### config.mk
export PLATFORM = sky130hd
export DESIGN_NAME = sprite_motion_ctrl
export DESIGN_NICKNAME = d
export VERILOG_FILES = /design/src/rtl/vga_motion_pkg.sv /design/src/rtl/sprite_motion_ctrl_btn_sync.sv /design/src/rtl/sprite_motion_ctrl.sv
export SDC_FILE = /design/constraint.sdc
export NUM_CORES = 1
export LEC_CHECK = 0
export BUFFER_PORTS_ARGS = -buffer_cell sky130_fd_sc_hd__buf_4
export CAP_MARGIN = 40
export CORE_MARGIN = 2
export CORE_UTILIZATION = 57
export DETAILED_ROUTE_END_ITERATION = 8
export GPL_TIMING_DRIVEN = 0
export PLACE_DENSITY = 0.88
export SLEW_MARGIN = 40
export SYNTH_ARGS = -nofsm -noshare
export SYNTH_HDL_FRONTEND = slang
export SYNTH_SLANG_ARGS = --single-unit
### constraint.sdc
create_clock -name clk -period 2.99 [get_ports clk]
set_input_delay 0.1495 -clock clk [delete_from_list [all_inputs] [get_ports clk]]
set_output_delay 0.1495 -clock clk [all_outputs]
set_load 0.005 [all_outputs]
### src/rtl/vga_motion_pkg.sv
// Shared types and constants for the sprite motion controller.
// Pulled in by sprite_motion_ctrl and its synchronizer.
package vga_motion_pkg;

    localparam int POS_W    = 10;
    localparam int H_ACTIVE = 640;

    typedef enum logic [1:0] {
        IDLE   = 2'd0,
        MANUAL = 2'd1,
        AUTO   = 2'd2
    } mode_t;

    typedef logic [POS_W-1:0] pos_t;
    // One extra bit of headroom so a step near the right edge cannot wrap.
    typedef logic [POS_W:0]   pos_ext_t;

    // Move pos by step towards the requested side, landing on the limit
    // whenever the move would reach or cross it.
    function automatic pos_ext_t step_clamp(
        input pos_ext_t pos,
        input pos_ext_t step,
        input logic     right,
        input pos_ext_t lo,
        input pos_ext_t hi
    );
        pos_ext_t res;
        if (right) begin
            if ((pos + step) >= hi) begin
                res = hi;
            end else begin
                res = pos + step;
            end
        end else begin
            if (pos <= (lo + step)) begin
                res = lo;
            end else begin
                res = pos - step;
            end
        end
        return res;
    endfunction

endpackage

### src/rtl/sprite_motion_ctrl_btn_sync.sv
// btn_sync: two-flop synchronizer for the raw ui_in pins.
// Bit order is set by the instantiating module.
module btn_sync #(
    parameter int WIDTH = 3
) (
    input  logic             clk,
    input  logic             rst_n,
    input  logic [WIDTH-1:0] din,
    output logic [WIDTH-1:0] dout
);

    logic [WIDTH-1:0] meta_r;
    logic [WIDTH-1:0] sync_r;

    // Metastability stage followed by the stable output stage.
    always_ff @(posedge clk or negedge rst_n) begin
        if (!rst_n) begin
            meta_r <= {WIDTH{1'b0}};
            sync_r <= {WIDTH{1'b0}};
        end else begin
            meta_r <= din;
            sync_r <= meta_r;
        end
    end

    assign dout = sync_r;

endmodule

### src/rtl/sprite_motion_ctrl.sv
// Frame-synchronous X position controller: manual buttons vs. bounce attract mode.
// Optional build macro MOTION_ACCEL_EN adds hold-to-accelerate for manual moves.
module sprite_motion_ctrl
    import vga_motion_pkg::*;
#(
    parameter int X_MIN       = 20,
    parameter int X_MAX       = H_ACTIVE - 20,
    parameter int X_RESET     = 320,
    parameter int STEP        = 1,
    parameter int IDLE_FRAMES = 180
`ifdef MOTION_ACCEL_EN
    ,
    parameter int MAX_STEP     = 4,
    parameter int ACCEL_FRAMES = 15
`endif
) (
    input  logic             clk,
    input  logic             rst_n,
    input  logic             frame_tick,
    input  logic             btn_left,
    input  logic             btn_right,
    input  logic             auto_en,
    output logic [POS_W-1:0] x_center,
    output logic             dir_right,
    output logic [1:0]       mode,
    output logic             moving
);

    localparam int IDLE_W = (IDLE_FRAMES > 1) ? $clog2(IDLE_FRAMES) : 1;
    localparam logic [IDLE_W-1:0] IDLE_ZERO = {IDLE_W{1'b0}};
    localparam logic [IDLE_W-1:0] IDLE_ONE  = IDLE_W'(1);
    localparam logic [IDLE_W-1:0] IDLE_LAST = IDLE_W'(IDLE_FRAMES - 1);
    localparam pos_ext_t X_MIN_C   = pos_ext_t'(X_MIN);
    localparam pos_ext_t X_MAX_C   = pos_ext_t'(X_MAX);
    localparam pos_ext_t STEP_C    = pos_ext_t'(STEP);

    logic [2:0]        sync_in_s;
    logic [2:0]        sync_out_s;
    logic              l_s;
    logic              r_s;
    logic              auto_s;
    logic              any_s;
    logic              single_s;

    mode_t             mode_r;
    mode_t             mode_nxt_s;
    pos_t              x_center_r;
    pos_t              x_nxt_s;
    logic              dir_right_r;
    logic              dir_nxt_s;
    logic [IDLE_W-1:0] idle_cnt_r;
    logic [IDLE_W-1:0] idle_nxt_s;
    logic              moving_r;

    pos_ext_t          step_s;
    pos_ext_t          man_pos_s;
    pos_ext_t          auto_pos_s;
    logic              auto_hit_s;
    pos_t              man_x_s;
    logic              man_dir_s;

    assign sync_in_s = {auto_en, btn_right, btn_left};

    btn_sync #(
        .WIDTH (3)
    ) u_btn_sync (
        .clk   (clk),
        .rst_n (rst_n),
        .din   (sync_in_s),
        .dout  (sync_out_s)
    );

    assign l_s      = sync_out_s[0];
    assign r_s      = sync_out_s[1];
    assign auto_s   = sync_out_s[2];
    assign any_s    = l_s | r_s;
    assign single_s = l_s ^ r_s;

`ifdef MOTION_ACCEL_EN
    localparam int STEP_W = $clog2(MAX_STEP + 1);
    localparam int ACC_W  = (ACCEL_FRAMES > 1) ? $clog2(ACCEL_FRAMES) : 1;
    localparam logic [ACC_W-1:0] ACC_LAST = ACC_W'(ACCEL_FRAMES - 1);

    logic [STEP_W-1:0] step_r;
    logic [ACC_W-1:0]  acc_cnt_r;
    logic              hold_valid_r;
    logic              held_right_r;
    logic              cont_s;

    // A hold only continues while the same single button stays down.
    assign cont_s = hold_valid_r && single_s && (held_right_r == r_s);
    assign step_s = cont_s ? pos_ext_t'(step_r) : STEP_C;

    // Hold tracking: counts held frames and raises the step up to MAX_STEP.
    always_ff @(posedge clk or negedge rst_n) begin
        if (!rst_n) begin
            step_r       <= STEP_W'(STEP);
            acc_cnt_r    <= {ACC_W{1'b0}};
            hold_valid_r <= 1'b0;
            held_right_r <= 1'b0;
        end else if (!single_s) begin
            step_r       <= STEP_W'(STEP);
            acc_cnt_r    <= {ACC_W{1'b0}};
            hold_valid_r <= 1'b0;
            held_right_r <= 1'b0;
        end else if (frame_tick) begin
            if (cont_s) begin
                if (acc_cnt_r == ACC_LAST) begin
                    acc_cnt_r <= {ACC_W{1'b0}};
                    if (step_r < STEP_W'(MAX_STEP)) begin
                        step_r <= step_r + STEP_W'(1);
                    end else begin
                        step_r <= step_r;
                    end
                end else begin
                    acc_cnt_r <= acc_cnt_r + ACC_W'(1);
                end
            end else begin
                hold_valid_r <= 1'b1;
                held_right_r <= r_s;
                acc_cnt_r    <= ACC_W'(1);
                step_r       <= STEP_W'(STEP);
            end
        end else begin
            step_r <= step_r;
        end
    end
`else
    assign step_s = STEP_C;
`endif

    assign man_pos_s  = step_clamp({1'b0, x_center_r}, step_s, r_s, X_MIN_C, X_MAX_C);
    assign auto_pos_s = step_clamp({1'b0, x_center_r}, STEP_C, dir_right_r, X_MIN_C, X_MAX_C);
    assign auto_hit_s = dir_right_r ? (auto_pos_s == X_MAX_C) : (auto_pos_s == X_MIN_C);

    // Manual update candidate: only a single pressed button moves on a frame tick.
    always_comb begin
        man_x_s   = x_center_r;
        man_dir_s = dir_right_r;
        if (frame_tick && single_s) begin
            man_x_s   = pos_t'(man_pos_s);
            man_dir_s = r_s;
        end else begin
            man_x_s   = x_center_r;
            man_dir_s = dir_right_r;
        end
    end

    // Mode FSM, idle counter and position selection.
    always_comb begin
        mode_nxt_s = mode_r;
        x_nxt_s    = x_center_r;
        dir_nxt_s  = dir_right_r;
        idle_nxt_s = idle_cnt_r;
        case (mode_r)
            IDLE: begin
                if (any_s) begin
                    mode_nxt_s = MANUAL;
                    idle_nxt_s = IDLE_ZERO;
                    x_nxt_s    = man_x_s;
                    dir_nxt_s  = man_dir_s;
                end else if (!auto_s) begin
                    idle_nxt_s = IDLE_ZERO;
                end else if (frame_tick) begin
                    if (idle_cnt_r == IDLE_LAST) begin
                        mode_nxt_s = AUTO;
                        idle_nxt_s = IDLE_ZERO;
                    end else begin
                        idle_nxt_s = idle_cnt_r + IDLE_ONE;
                    end
                end else begin
                    idle_nxt_s = idle_cnt_r;
                end
            end
            MANUAL: begin
                x_nxt_s   = man_x_s;
                dir_nxt_s = man_dir_s;
                if (frame_tick && !any_s) begin
                    mode_nxt_s = IDLE;
                    idle_nxt_s = IDLE_ZERO;
                end else begin
                    mode_nxt_s = MANUAL;
                end
            end
            AUTO: begin
                if (any_s) begin
                    mode_nxt_s = MANUAL;
                    x_nxt_s    = man_x_s;
                    dir_nxt_s  = man_dir_s;
                end else if (!auto_s) begin
                    mode_nxt_s = IDLE;
                    idle_nxt_s = IDLE_ZERO;
                end else if (frame_tick) begin
                    x_nxt_s = pos_t'(auto_pos_s);
                    if (auto_hit_s) begin
                        dir_nxt_s = ~dir_right_r;
                    end else begin
                        dir_nxt_s = dir_right_r;
                    end
                end else begin
                    x_nxt_s = x_center_r;
                end
            end
            default: begin
                mode_nxt_s = IDLE;
                idle_nxt_s = IDLE_ZERO;
            end
        endcase
    end

    // State and output registers; moving flags any cycle the position changes.
    always_ff @(posedge clk or negedge rst_n) begin
        if (!rst_n) begin
            mode_r      <= IDLE;
            x_center_r  <= pos_t'(X_RESET);
            dir_right_r <= 1'b1;
            idle_cnt_r  <= IDLE_ZERO;
            moving_r    <= 1'b0;
        end else begin
            mode_r      <= mode_nxt_s;
            x_center_r  <= x_nxt_s;
            dir_right_r <= dir_nxt_s;
            idle_cnt_r  <= idle_nxt_s;
            moving_r    <= (x_nxt_s != x_center_r);
        end
    end

    assign x_center  = x_center_r;
    assign dir_right = dir_right_r;
    assign mode      = mode_r;
    assign moving    = moving_r;

endmodule

# Yosys cells after proc, flatten, opt, wreduce, memory -nomap -nowiden

Cells that the tools add are included.

Bits in registers: 28
Output and inout port bits: 14
Logic and storage cells: 75

Add/sub/neg operators: 3
Order comparisons: 2
Eq/ne operators: 18
Multiplexer cells: 34
Bitwise gates (word level): 3
Reduce and logical (&&, ||, !) cells: 8

Operator list:

| operator              | number |
|---|---|
| $mux 10               | 6 |
| $mux 8                | 7 |
| $mux 11               | 3 |
| $pmux 10 s3           | 1 |
| $pmux 8 s3            | 1 |
| $ne 3x3->1 const B    | 5 |
| $mux 2                | 6 |
| $add 10x1->11 const B | 1 |
| $eq 11x10->1 const B  | 1 |
| $eq 11x5->1 const B   | 1 |
| $ge 11x10->1 const B  | 1 |
| $sub 10x1->11 const B | 1 |
| $le 10x5->1 const B   | 1 |
| $ne 10x10->1          | 1 |
| $add 8x1->8 const B   | 1 |
| $eq 8x8->1 const B    | 1 |
| $mux 1                | 8 |
| $ne 2x2->1 const B    | 4 |
| $reduce_and 4->1      | 2 |
| $ne 3x2->1 const B    | 2 |
| $pmux 2 s3            | 1 |
| $reduce_and 5->1      | 1 |
| $ne 4x4->1 const B    | 1 |
| $pmux 1 s3            | 1 |
| 9 further kinds       | 10 |

# Depth between registers and ports, before layout

Gate-level depths: netlist (run 1).

Word-level depth: 11
Mapped depth: 14

# Cells and area by module

From an unflattened synthesis (run 1), not the netlist that was laid out.

Cell total of the unflattened synthesis: 452
Area, all modules: 3208.1 um^2

Modules (own cells, without submodules):

| module             | instances | cells an instance | area each (um^2) | seq. area each (um^2) |
|---|---|---|---|---|
| sprite_motion_ctrl | 1         | 446               | 3057.9           | 554.3 |
| btn_sync           | 1         | 6                 | 150.1            | 150.1 |

# Worst setup path after synthesis (run 1)

OpenSTA, ideal clock, no wires.

Path kind: reg-to-reg
Start: register x_center_r[0] (netlist: x_center[0])
End: register moving_r (netlist: moving)
Library setup time: 0.129 ns
Arrival time: 3.194 ns
Required time: 2.861 ns
Slack: -0.333 ns
Stages on the path, launching flop included: 15
Buffers on the path: 3
Path through: dfrtp_1 -> clkbuf_1 -> inv_1 -> ha_1 -> buf_2 -> nand4bb_1 -> and3_1 -> clkbuf_1 -> nor2_1 -> nand2_1 -> o22a_1 -> o21ai_1 -> a211oi_1 -> a21o_1 -> a2111o_1

Word-level cells in the longest chain between the ends: 9

Ends and longest elaborated chain:

| element                | line                                       | RTL |
|---|---|---|
| from (decl)            | sprite_motion_ctrl.sv:47                   | `pos_t x_center_r;` |
| from (signal assigned) | sprite_motion_ctrl.sv:215                  | `x_center_r <= pos_t'(X_RESET);` |
| from (signal assigned) | sprite_motion_ctrl.sv:221                  | `x_center_r <= x_nxt_s;` |
| $add 10x1->11          | vga_motion_pkg.sv:29, vga_motion_pkg.sv:32 |  |
| $ge 11x10->1           | vga_motion_pkg.sv:29                       | `if ((pos + step) >= hi) begin` |
| $mux 11                | vga_motion_pkg.sv:29                       |  |
| $mux 11                | vga_motion_pkg.sv:28                       | `if (right) begin` |
| $mux 10                | sprite_motion_ctrl.sv:193                  | `end else if (frame_tick) begin` |
| $mux 10                | sprite_motion_ctrl.sv:190                  | `end else if (!auto_s) begin` |
| $mux 10                | sprite_motion_ctrl.sv:186                  | `if (any_s) begin` |
| $pmux 10 s3            | sprite_motion_ctrl.sv:155                  | `case (mode_r)` |
| $ne 10x10->1 (*)       | sprite_motion_ctrl.sv:224                  | `moving_r <= (x_nxt_s != x_center_r);` |
| to (signal assigned)   | sprite_motion_ctrl.sv:224                  |  |
| to (decl)              | sprite_motion_ctrl.sv:53                   | `logic moving_r;` |

Every way passes the cells marked *; elsewhere a longest branch is shown, timed or not.
A chain may end at the register's enable or synchronous reset.

# Worst setup path after layout (run 1)

Same ends and word-level chain as after synthesis.

==> impl_metrics.json, run 1 <==
{
  "cts-root-buf": "clkbuf_8",
  "drc": 0,
  "fin_crit_sh": 1.15,
  "holdPathStages": 3,
  "cp.required_ns": 3.16,
  "yosys.area_share.xor_xnor": 0.0256,
  "crit_type": "reg -> reg",
  "hold_path_end": "mode[1]",
  "cpPeakStageDelay_ns": 0.48,
  "portBuffers": 19,
  "switching_power_mw": 1.75,
  "p_per_area_nw_per_um2": 795,
  "timing.fmax_mhz": 290,
  "skew_ns": 0.00158,
  "synthAdderAreaFrac": 0.0183,
  "r2r-start": "x_center[0]",
  "synthMuxAreaShare": 0.00293,
  "rows": 28,
  "r2r_end": "moving",
  "viasPerCell": 7.53,
  "clkTransAtPathRegs_ns": 0.10,
  "grt_pass1_wl_um": 21800,
  "cts.htree.levels": 1,
  "drive_gt1_frac": 0.227,
  "ys.flop_type": "dfrtp_1",
  "coreArea_um2": 5850,
  "fin_crit_ns": 3.45,
  "vdd_drop_max_v": 0.000565,
  "drtIter0Drc": 752,
  "crit_fanout": 8,
  "place.gp.congestion": 1.11,
  "dp_hpwl_um": 10100,
  "antenna_left": 0,
  "slew_headroom": 0.513,
  "avgRoutedWirePerCell_um": 24.0,
  "status": "finished with violations",
  "finalPower_mw": 3.35,
  "min_path_type": "in -> reg",
  "wirelength_um": 14600,
  "crit_path_cell_trace": "buf_6 > buf_6 > buf_6 > buf_6 > ha_4 > nand3b_1 > a21oi_1 > a211oi_2 > o21ai_4 > buf_4 > o211ai_1 > buf_4 > nand3_1 > o311a_1 > nand4_1 > a2111o_1",
  "antenna_found_initial": 0,
  "yosysWarnings": 0,
  "tritoncts": "done",
  "clockBufferDepth": 2,
  "dr.pass1.iters": 6,
  "power_frac_comb": 0.731,
  "syn-num-nets": 500,
  "async_flop_share": 1.00,
  "synth_area_per_cell_um2": 6.99,
  "cts_buffers": 3,
  "cp.arrival_ns": 3.62,
  "intPower_mw": 1.60,
  "die_h_um": 81.4,
  "synth_most_common_cell": "nand2_1",
  "synth.cells.most_frequent": "nand2_1, nor2_1, a21oi_1",
  "start_util": 0.584,
  "gr-total-overflow": 0,
  "leakage_nw": 1.54,
  "cpMostUsedCell": "buf_6",
  "synth_top_family_by_area": "compound AO/OA/AOI/OAI gates",
  "yosysUniqueCellTypes": 77,
  "finalHoldViolCount": 0,
  "reg2reg_slack_ns": -0.46,
  "syn_area_um2": 3420,
  "slew_viol_final": 0,
  "synth_compound_area_frac": 0.353,
  "dpl.cell_count": 583,
  "rsz0062_at_grt": "true",
  "syn_inst": 489,
  "final_nets": 544,
  "place_ws_ns": -1.04,
  "antenna_cells": 0,
  "grt_start_max_net_pins": 29,
  "final_cells": 607,
  "ios": 20,
  "setup-violations-final": 6,
  "min_from": "frame_tick",
  "die_x_um": 81.4,
  "max_cap_viol_count": 0,
  "area_delta_synth_final_pct": 23.4,
  "die_area_um2": 6630,
  "synth_area_leaders": "dfrtp_1, a21oi_1, nand2_1, nor2_1, o21ai_0",
  "p_sw_frac": 0.523,
  "cts_sinks": 28,
  "violations": "setup timing",
  "grtUsageTotal": 0.440,
  "tightest_slew_ns": 0.719,
  "synth_top_cell_by_area": "dfrtp_1",
  "grt_pass1_vias": 4102,
  "slowest_stage": "dfrtp_2",
  "power.clock.fraction": 0.091,
  "ff2ff_path_depth": 16,
  "seq_area_frac_synth": 0.206,
  "endpoint_kind": "flop",
  "synth_top_area_frac": 0.183,
  "critPathLaunchType": "flop",
  "synth-edff-count": 0,
  "num_vias": 4569,
  "worst_slack_ns": -0.457,
  "startpoint": "x_center[0]",
  "synth-seq-cells": 28,
  "pwr-share-seq": 0.179,
  "synth-simple-area-share": 0.323,
  "worst_skew_pair.late_latency_ns": 0.28
}
## kinds of logic (layout without fill, tap and decap cells)
group	count (synthesis)	after routing
AND/OR/NAND/NOR	210	210
multiplexers	1	1
buffers and inverters	59	102
adder cells (fa/ha/maj)	5	5
AO/OA/AOI/OAI	176	176
flip-flops	28	28
XOR/XNOR	10	10
## layout make-up
| cell class | count | area [µm²] |
|---|---|---|
| plain buffers | 35 | 200 |
| clock buffers | 3 | 41.3 |
| clock inverters | 1 | 30.0 |
| fillers | 482 | 1640 |
| inverters | 17 | 71.3 |
| multi-input cells | 402 | 2690 |
| flip-flops and latches | 28 | 712 |
| well taps | 75 | 93.8 |
| repair buffers | 46 | 374 |
## worst max path at each step
stage | to | cells past startpoint
2_1_floorplan | moving | 12
3_3_place_gp | moving | 14
3_5_place_dp | moving | 14
4_1_cts | moving | 10
5_1_grt | moving | 16
6_report | moving | 16
## per-layer routing
layer  vias to the layer above  GRT usage  share of wire
li1                       1930          -              -
met1                      2057      0.580           0.36
met2                       448      0.654           0.42
met3                       134     0.0945           0.14
met4                         0      0.273          0.078
met5                         -          0              0
## layout by cell type (no fill, tap or decap), types with 7 or more instances in the layout
master,Yosys,routed
nand2_1,58,58
nor2_1,48,44
a21oi_1,47,44
buf_4,0,37
o21ai_0,30,29
nor3_1,19,19
nand3_1,20,19
dfrtp_1,25,19
clkbuf_1,29,17
inv_1,17,14
nand4_1,11,11
o211ai_1,11,11
buf_6,1,9
a211oi_1,9,9
nand2b_1,8,7
## registers in the layout, indices dropped and copies added (netlist names)
| name | count |
|---|---|
| mode | 2 |
| x_center | 10 |
| u_btn_sync.dout | 3 |
| moving | 1 |
| u_btn_sync.meta_r | 3 |
| dir_right | 1 |
| idle_cnt_r | 8 |
## worst max-delay path: cells and delay by family (launching register included)
| kind | cells | cell delay (ns) |
|---|---|---|
| flip-flops | 1 | 0.48 |
| buffers and inverters | 6 | 0.85 |
| AO/OA/AOI/OAI | 6 | 1.32 |
| AND/OR/NAND/NOR | 3 | 0.50 |
| adder cells (fa/ha/maj) | 1 | 0.19 |
## metrics by stage
step	hold WS (ns)	setup TNS (ns)	instance area, µm²	utilization
CTS	0.191	-0.634	4020	0.688
global placement	0.0756	-4.85	3670	0.628
global route	0.197	-2.61	4220	0.720
finish	0.187	-1.55	4220	0.720
detailed placement	0.0849	-5.68	3670	0.628
floorplan	-0.146	-0.0713	3440	-
## power groups by stage
stage               combinational, mW  sequential [mW]  clock [mW]
finish                           2.45            0.598       0.303
global route                     2.57            0.600       0.317
CTS                              2.12            0.551       0.303
detailed placement               1.84            0.582           0
global placement                 1.84            0.578           0
floorplan                        1.31            0.539           0
## what timing repair did
item | 4_1_cts | 5_1_grt
gates resized for setup | 35 | 39
cloned | 0 | 0
pin swaps | 12 | 9
buffers inserted | 15 | 8
setup endpoints to repair | 16 | 13
hold buffers | 4 | 0
endpoints found under the hold margin | 28 | 0
No activity file was read; power rests on OpenSTA's default activity.
==> run 2, diff against run 1 <==
--- a/constraint.sdc
+++ b/constraint.sdc
@@ -3,2 +3,2 @@
 set_output_delay 0.1495 -clock clk [all_outputs]
-set_load 0.005 [all_outputs]
+set_load 0.01 [all_outputs]
==> impl_metrics.json, run 2 (same netlist as run 1, synthesis figures left out) <==
{
  "status": "finished with violations",
  "violations": "setup timing",
  "die_area_um2": 6630,
  "viasPerCell": 7.57,
  "die_x_um": 81.4,
  "crit_type": "reg -> reg",
  "die_h_um": 81.4,
  "antenna_left": 0,
  "antenna_found_initial": 0,
  "setup-violations-final": 3,
  "busiest_layer": "met2",
  "r2r-start": "u_btn_sync.dout[1]",
  "grt_start_max_net_pins": 29,
  "max_cap_viol_count": 0,
  "cp.arrival_ns": 3.49,
  "cp.required_ns": 3.15,
  "cpPeakStageDelay_ns": 0.44,
  "finalHoldViolCount": 0,
  "layout_common_cells": "nand2_1, a21oi_1, buf_4",
  "dr.pass1.iters": 6,
  "dp_hpwl_um": 10100,
  "hold_slack_ns": 0.216,
  "grt_pass1_wl_um": 21800,
  "min_path_type": "in -> reg",
  "worst_skew_pair.late_latency_ns": 0.28,
  "largest_register_ffs": 10,
  "dpl.cell_count": 583,
  "crit_path_cell_trace": "inv_1 > ha_1 > and2_1 > nand2_1 > nor4b_2 > inv_1 > o211a_1 > a21boi_0 > a32oi_1 > nor3_1 > a2111o_1",
  "final_cells": 612,
  "tritoncts": "done",
  "start_util": 0.584,
  "finalPower_mw": 3.50,
  "crit_path_end": "moving",
  "antenna_cells": 0,
  "clockBufferDepth": 2,
  "gr-total-overflow": 0,
  "drc": 0,
  "rsz0062_at_grt": "true",
  "p_per_area_nw_per_um2": 800,
  "place.gp.congestion": 1.10,
  "endpoint_kind": "flop",
  "place_ws_ns": -1.17,
  "fin_crit_ns": 3.33,
  "worst_slack_ns": -0.341,
  "stdcell_area_um2": 4370,
  "grt_pass1_vias": 4029,
  "crit_fanout": 8,
  "reg2reg_slack_ns": -0.34,
  "portBuffers": 19,
  "cts-root-buf": "clkbuf_8",
  "dpl-instance-area_um2": 3680,
  "area_delta_synth_final_pct": 27.9,
  "r2r_end": "moving",
  "startpoint": "u_btn_sync.dout[1]",
  "clkTransAtPathRegs_ns": 0.10,
  "wirelength_um": 14900,
  "ios": 20,
  "drtIter0Drc": 821,
  "slew_headroom": 0.487,
  "cts_sinks": 28,
  "avgRoutedWirePerCell_um": 24.3,
  "mostFrequentLayoutCell": "nand2_1",
  "skew_ns": 0.0103,
  "critPathLaunchType": "flop",
  "leakage_nw": 1.56,
  "ff2ff_path_depth": 11,
  "finalSetupTns_ns": -0.382,
  "grt_use_met3": 0.131,
  "vdd_drop_max_v": 0.000618,
  "tightest_slew_ns": 0.764,
  "final_nets": 549,
  "cpMostUsedCell": "inv_1",
  "final_util": 0.747,
  "drive_gt1_frac": 0.259,
  "timing.fmax_mhz": 300,
  "cts.htree.levels": 1,
  "use_met1": 0.577,
  "fin_crit_sh": 1.11,
  "grtUsageTotal": 0.437,
  "coreArea_um2": 5850,
  "cts_buffers": 3,
  "rows": 28,
  "slew_viol_final": 0,
  "slowest_stage": "and2_1",
  "grtUsageMet2": 0.656,
  "num_vias": 4630
}
==> run 2: changes by cell type in the layout (fill, tap and decap cells not counted), moves of 3 or more <==
cell / previous run / this run
buf_4: 37 / 42
nand2_1: 58 / 55
nand2_2: 0 / 3
nor2_1: 44 / 41
==> run 2: layout make-up <==
type	count	area [µm²]
Clock inverter	1	30.0
Buffer	36	195
Inverter	17	77.6
Tap cell	75	93.8
Clock buffer	3	41.3
Timing Repair Buffer	49	402
Multi-Input combinational cell	403	2820
Sequential cell	28	712
Fill cell	430	1480
==> run 2: worst min path at each step <==
stage,start,end,slack [ns],depth (start not counted)
2_1_floorplan,rst_n,idle_cnt_r[0],-0.15,0
3_3_place_gp,rst_n,idle_cnt_r[5],0.07,1
3_5_place_dp,rst_n,idle_cnt_r[5],0.08,1
4_1_cts,frame_tick,mode[1],0.20,3
5_1_grt,frame_tick,mode[1],0.22,3
6_report,frame_tick,mode[1],0.22,3
==> run 2: where the power goes <==
part	switching [mW]	leakage (nW)	internal (mW)
logic	1.58	1.19	1.02
registers	0.146	0.334	0.455
clock network	0.116	0.0357	0.179
==> run 2: what timing repair did <==
| action | CTS | global route |
|---|---|---|
| endpoints found under the setup margin | 16 | 9 |
| pin swaps | 5 | 20 |
| endpoints found under the hold margin | 28 | 0 |
| gates resized for setup | 24 | 72 |
| gates cloned | 0 | 1 |
| setup buffers | 9 | 17 |
| hold buffers | 4 | 0 |
==> run 2: layer usage <==
layer | wire length (µm) | vias up
li1 | - | 1948
met1 | 5390 | 2097
met2 | 6110 | 452
met3 | 2300 | 133
met4 | 1080 | 0
met5 | 0 | -
==> run 2: critical path, delay by kind of cell (launching register included) <==
family / cells / cell delay (ns)
adder cells (fa/ha/maj): 1 / 0.33
AND/OR/NAND/NOR: 4 / 1.26
flip-flops: 1 / 0.39
AO/OA/AOI/OAI: 4 / 1.02
buffers and inverters: 2 / 0.21
==> run 3, diff against run 2 <==
- PLACE_DENSITY: 0.88 -> 0.74
==> impl_metrics.json, run 3 (same netlist as run 1, synthesis figures left out) <==
{
  "p_sw_frac": 0.532,
  "dr.pass1.iters": 8,
  "gr-total-overflow": 0,
  "clkTransAtPathRegs_ns": 0.09,
  "finalHoldViolCount": 0,
  "power_frac_comb": 0.732,
  "antenna_found_initial": 0,
  "worst_skew_pair.late_latency_ns": 0.28,
  "switching_power_mw": 1.75,
  "drive_gt1_frac": 0.215,
  "viasPerCell": 7.62,
  "fin_crit_ns": 3.41,
  "leakage_nw": 1.50,
  "cts_buffers": 3,
  "rsz0062_at_grt": "true",
  "cp.arrival_ns": 3.57,
  "status": "finished with violations",
  "start_util": 0.584,
  "ios": 20,
  "vdd_drop_max_v": 0.000547,
  "violations": "setup timing",
  "slew_headroom": 0.364,
  "fin_crit_sh": 1.14,
  "drtIter0Drc": 627,
  "pwr-share-seq": 0.176,
  "area_delta_synth_final_pct": 21.6,
  "cts.htree.levels": 1,
  "critPathLaunchType": "flop",
  "rows": 28,
  "p_per_area_nw_per_um2": 792,
  "tritoncts": "done",
  "mostFrequentLayoutCell": "nand2_1",
  "timing.fmax_mhz": 293,
  "grt_start_max_net_pins": 29,
  "setup-violations-final": 4,
  "final_util": 0.710,
  "grtUsageTotal": 0.442,
  "dp_hpwl_um": 10000,
  "die_area_um2": 6630,
  "wl_met3_um": 2200,
  "clockBufferDepth": 2,
  "wirelength_um": 14700,
  "final_nets": 543,
  "dpl-instance-area_um2": 3680,
  "endpoint_kind": "flop",
  "antenna_left": 0,
  "fillCellCount": 482,
  "drc": 0,
  "slew_viol_final": 0,
  "antenna_cells": 0,
  "place.gp.congestion": 1.07,
  "highest_layer": "met4",
  "wl_met1_um": 5300,
  "wl_met2_um": 5920,
  "die_x_um": 81.4,
  "finalSetupTns_ns": -0.857,
  "grt_pass1_vias": 4204,
  "crit_fanout": 7,
  "num_vias": 4615,
  "power.clock.fraction": 0.091,
  "cp.required_ns": 3.15,
  "die_h_um": 81.4,
  "largest_register_ffs": 10,
  "grt_pass1_wl_um": 22100,
  "tightest_slew_ns": 0.947,
  "worst_slack_ns": -0.425,
  "stdcell_area_um2": 4150,
  "portBuffers": 19,
  "skew_ns": 0.00988,
  "avgRoutedWirePerCell_um": 24.3,
  "cts-root-buf": "clkbuf_8",
  "min_path_type": "in -> reg",
  "cts_sinks": 28,
  "coreArea_um2": 5850,
  "hold_slack_ns": 0.227,
  "layout_common_cells": "nand2_1, a21oi_1, nor2_1",
  "max_cap_viol_count": 0,
  "intPower_mw": 1.54,
  "crit_type": "reg -> reg"
}
==> run 3: final cells by class <==
class                   instances  area (µm²)  area share
plain buffers                  36         186      0.0449
repair buffers                 44         340      0.0820
well taps                      75        93.8      0.0226
inverters                      17        78.8      0.0190
multi-input cells             402        2670       0.643
clock inverters                 1        30.0     0.00723
flip-flops and latches         28         713       0.172
clock buffers                   3        41.3     0.00994
==> run 3: per-layer routing <==
layer  GRT usage  up-vias
met5           0        -
met4       0.298        0
met3       0.124      141
met2       0.641      445
met1       0.570     2104
li1            -     1925
==> run 3: worst paths after layout <==
| path | from | end | slack, ns | cells after the start |
|---|---|---|---|---|
| hold / removal | frame_tick | mode[1] | 0.23 | 3 |
| max in group asynchronous | rst_n | dir_right | 2.36 | 2 |
| min in group asynchronous | rst_n | idle_cnt_r[5] | 0.32 | 2 |
| setup / recovery | x_center[0] | moving | -0.42 | 12 |
| setup reg to reg | x_center[0] | moving | -0.42 | 12 |
| hold reg to reg | u_btn_sync.meta_r[0] | u_btn_sync.dout[0] | 0.37 | 0 |
==> run 3: power by group through the flow <==
stage / sequential [mW] / combinational [mW] / clock [mW]
2_1_floorplan: 0.563 / 1.31 / 0
3_3_place_gp: 0.587 / 1.85 / 0
3_5_place_dp: 0.589 / 1.86 / 0
4_1_cts: 0.554 / 2.15 / 0.297
5_1_grt: 0.580 / 2.50 / 0.307
6_report: 0.580 / 2.41 / 0.300
==> run 3: per-stage QoR <==
| step | std cells | power (mW) | setup slack (ns) |
|---|---|---|---|
| after floorplan | 489 | 1.87 | -0.0883 |
| after global placement | 583 | 2.44 | -1.02 |
| after detailed placement | 583 | 2.44 | -1.03 |
| after CTS | 603 | 3.00 | -0.352 |
| after global routing | 606 | 3.38 | -0.467 |
| final | 606 | 3.29 | -0.425 |
==> run 3: critical path, cell delays in order, from the launching register on <==
cell,delay (ns)
dfrtp_2,0.49
buf_4,0.18
buf_4,0.17
ha_1,0.20
nand4bb_1,0.27
nand3_1,0.31
a211oi_1,0.14
a2111oi_2,0.39
a211oi_2,0.09
xnor2_1,0.21
o31ai_1,0.30
nand4bb_1,0.14
a2111o_1,0.40
==> run 3: what timing repair did <==
item | 4_1_cts | 5_1_grt
setup buffers | 16 | 5
gates resized for setup | 31 | 30
hold endpoints to repair | 28 | 0
pin swaps | 11 | 13
hold buffers | 4 | 0
setup endpoints to repair | 16 | 12
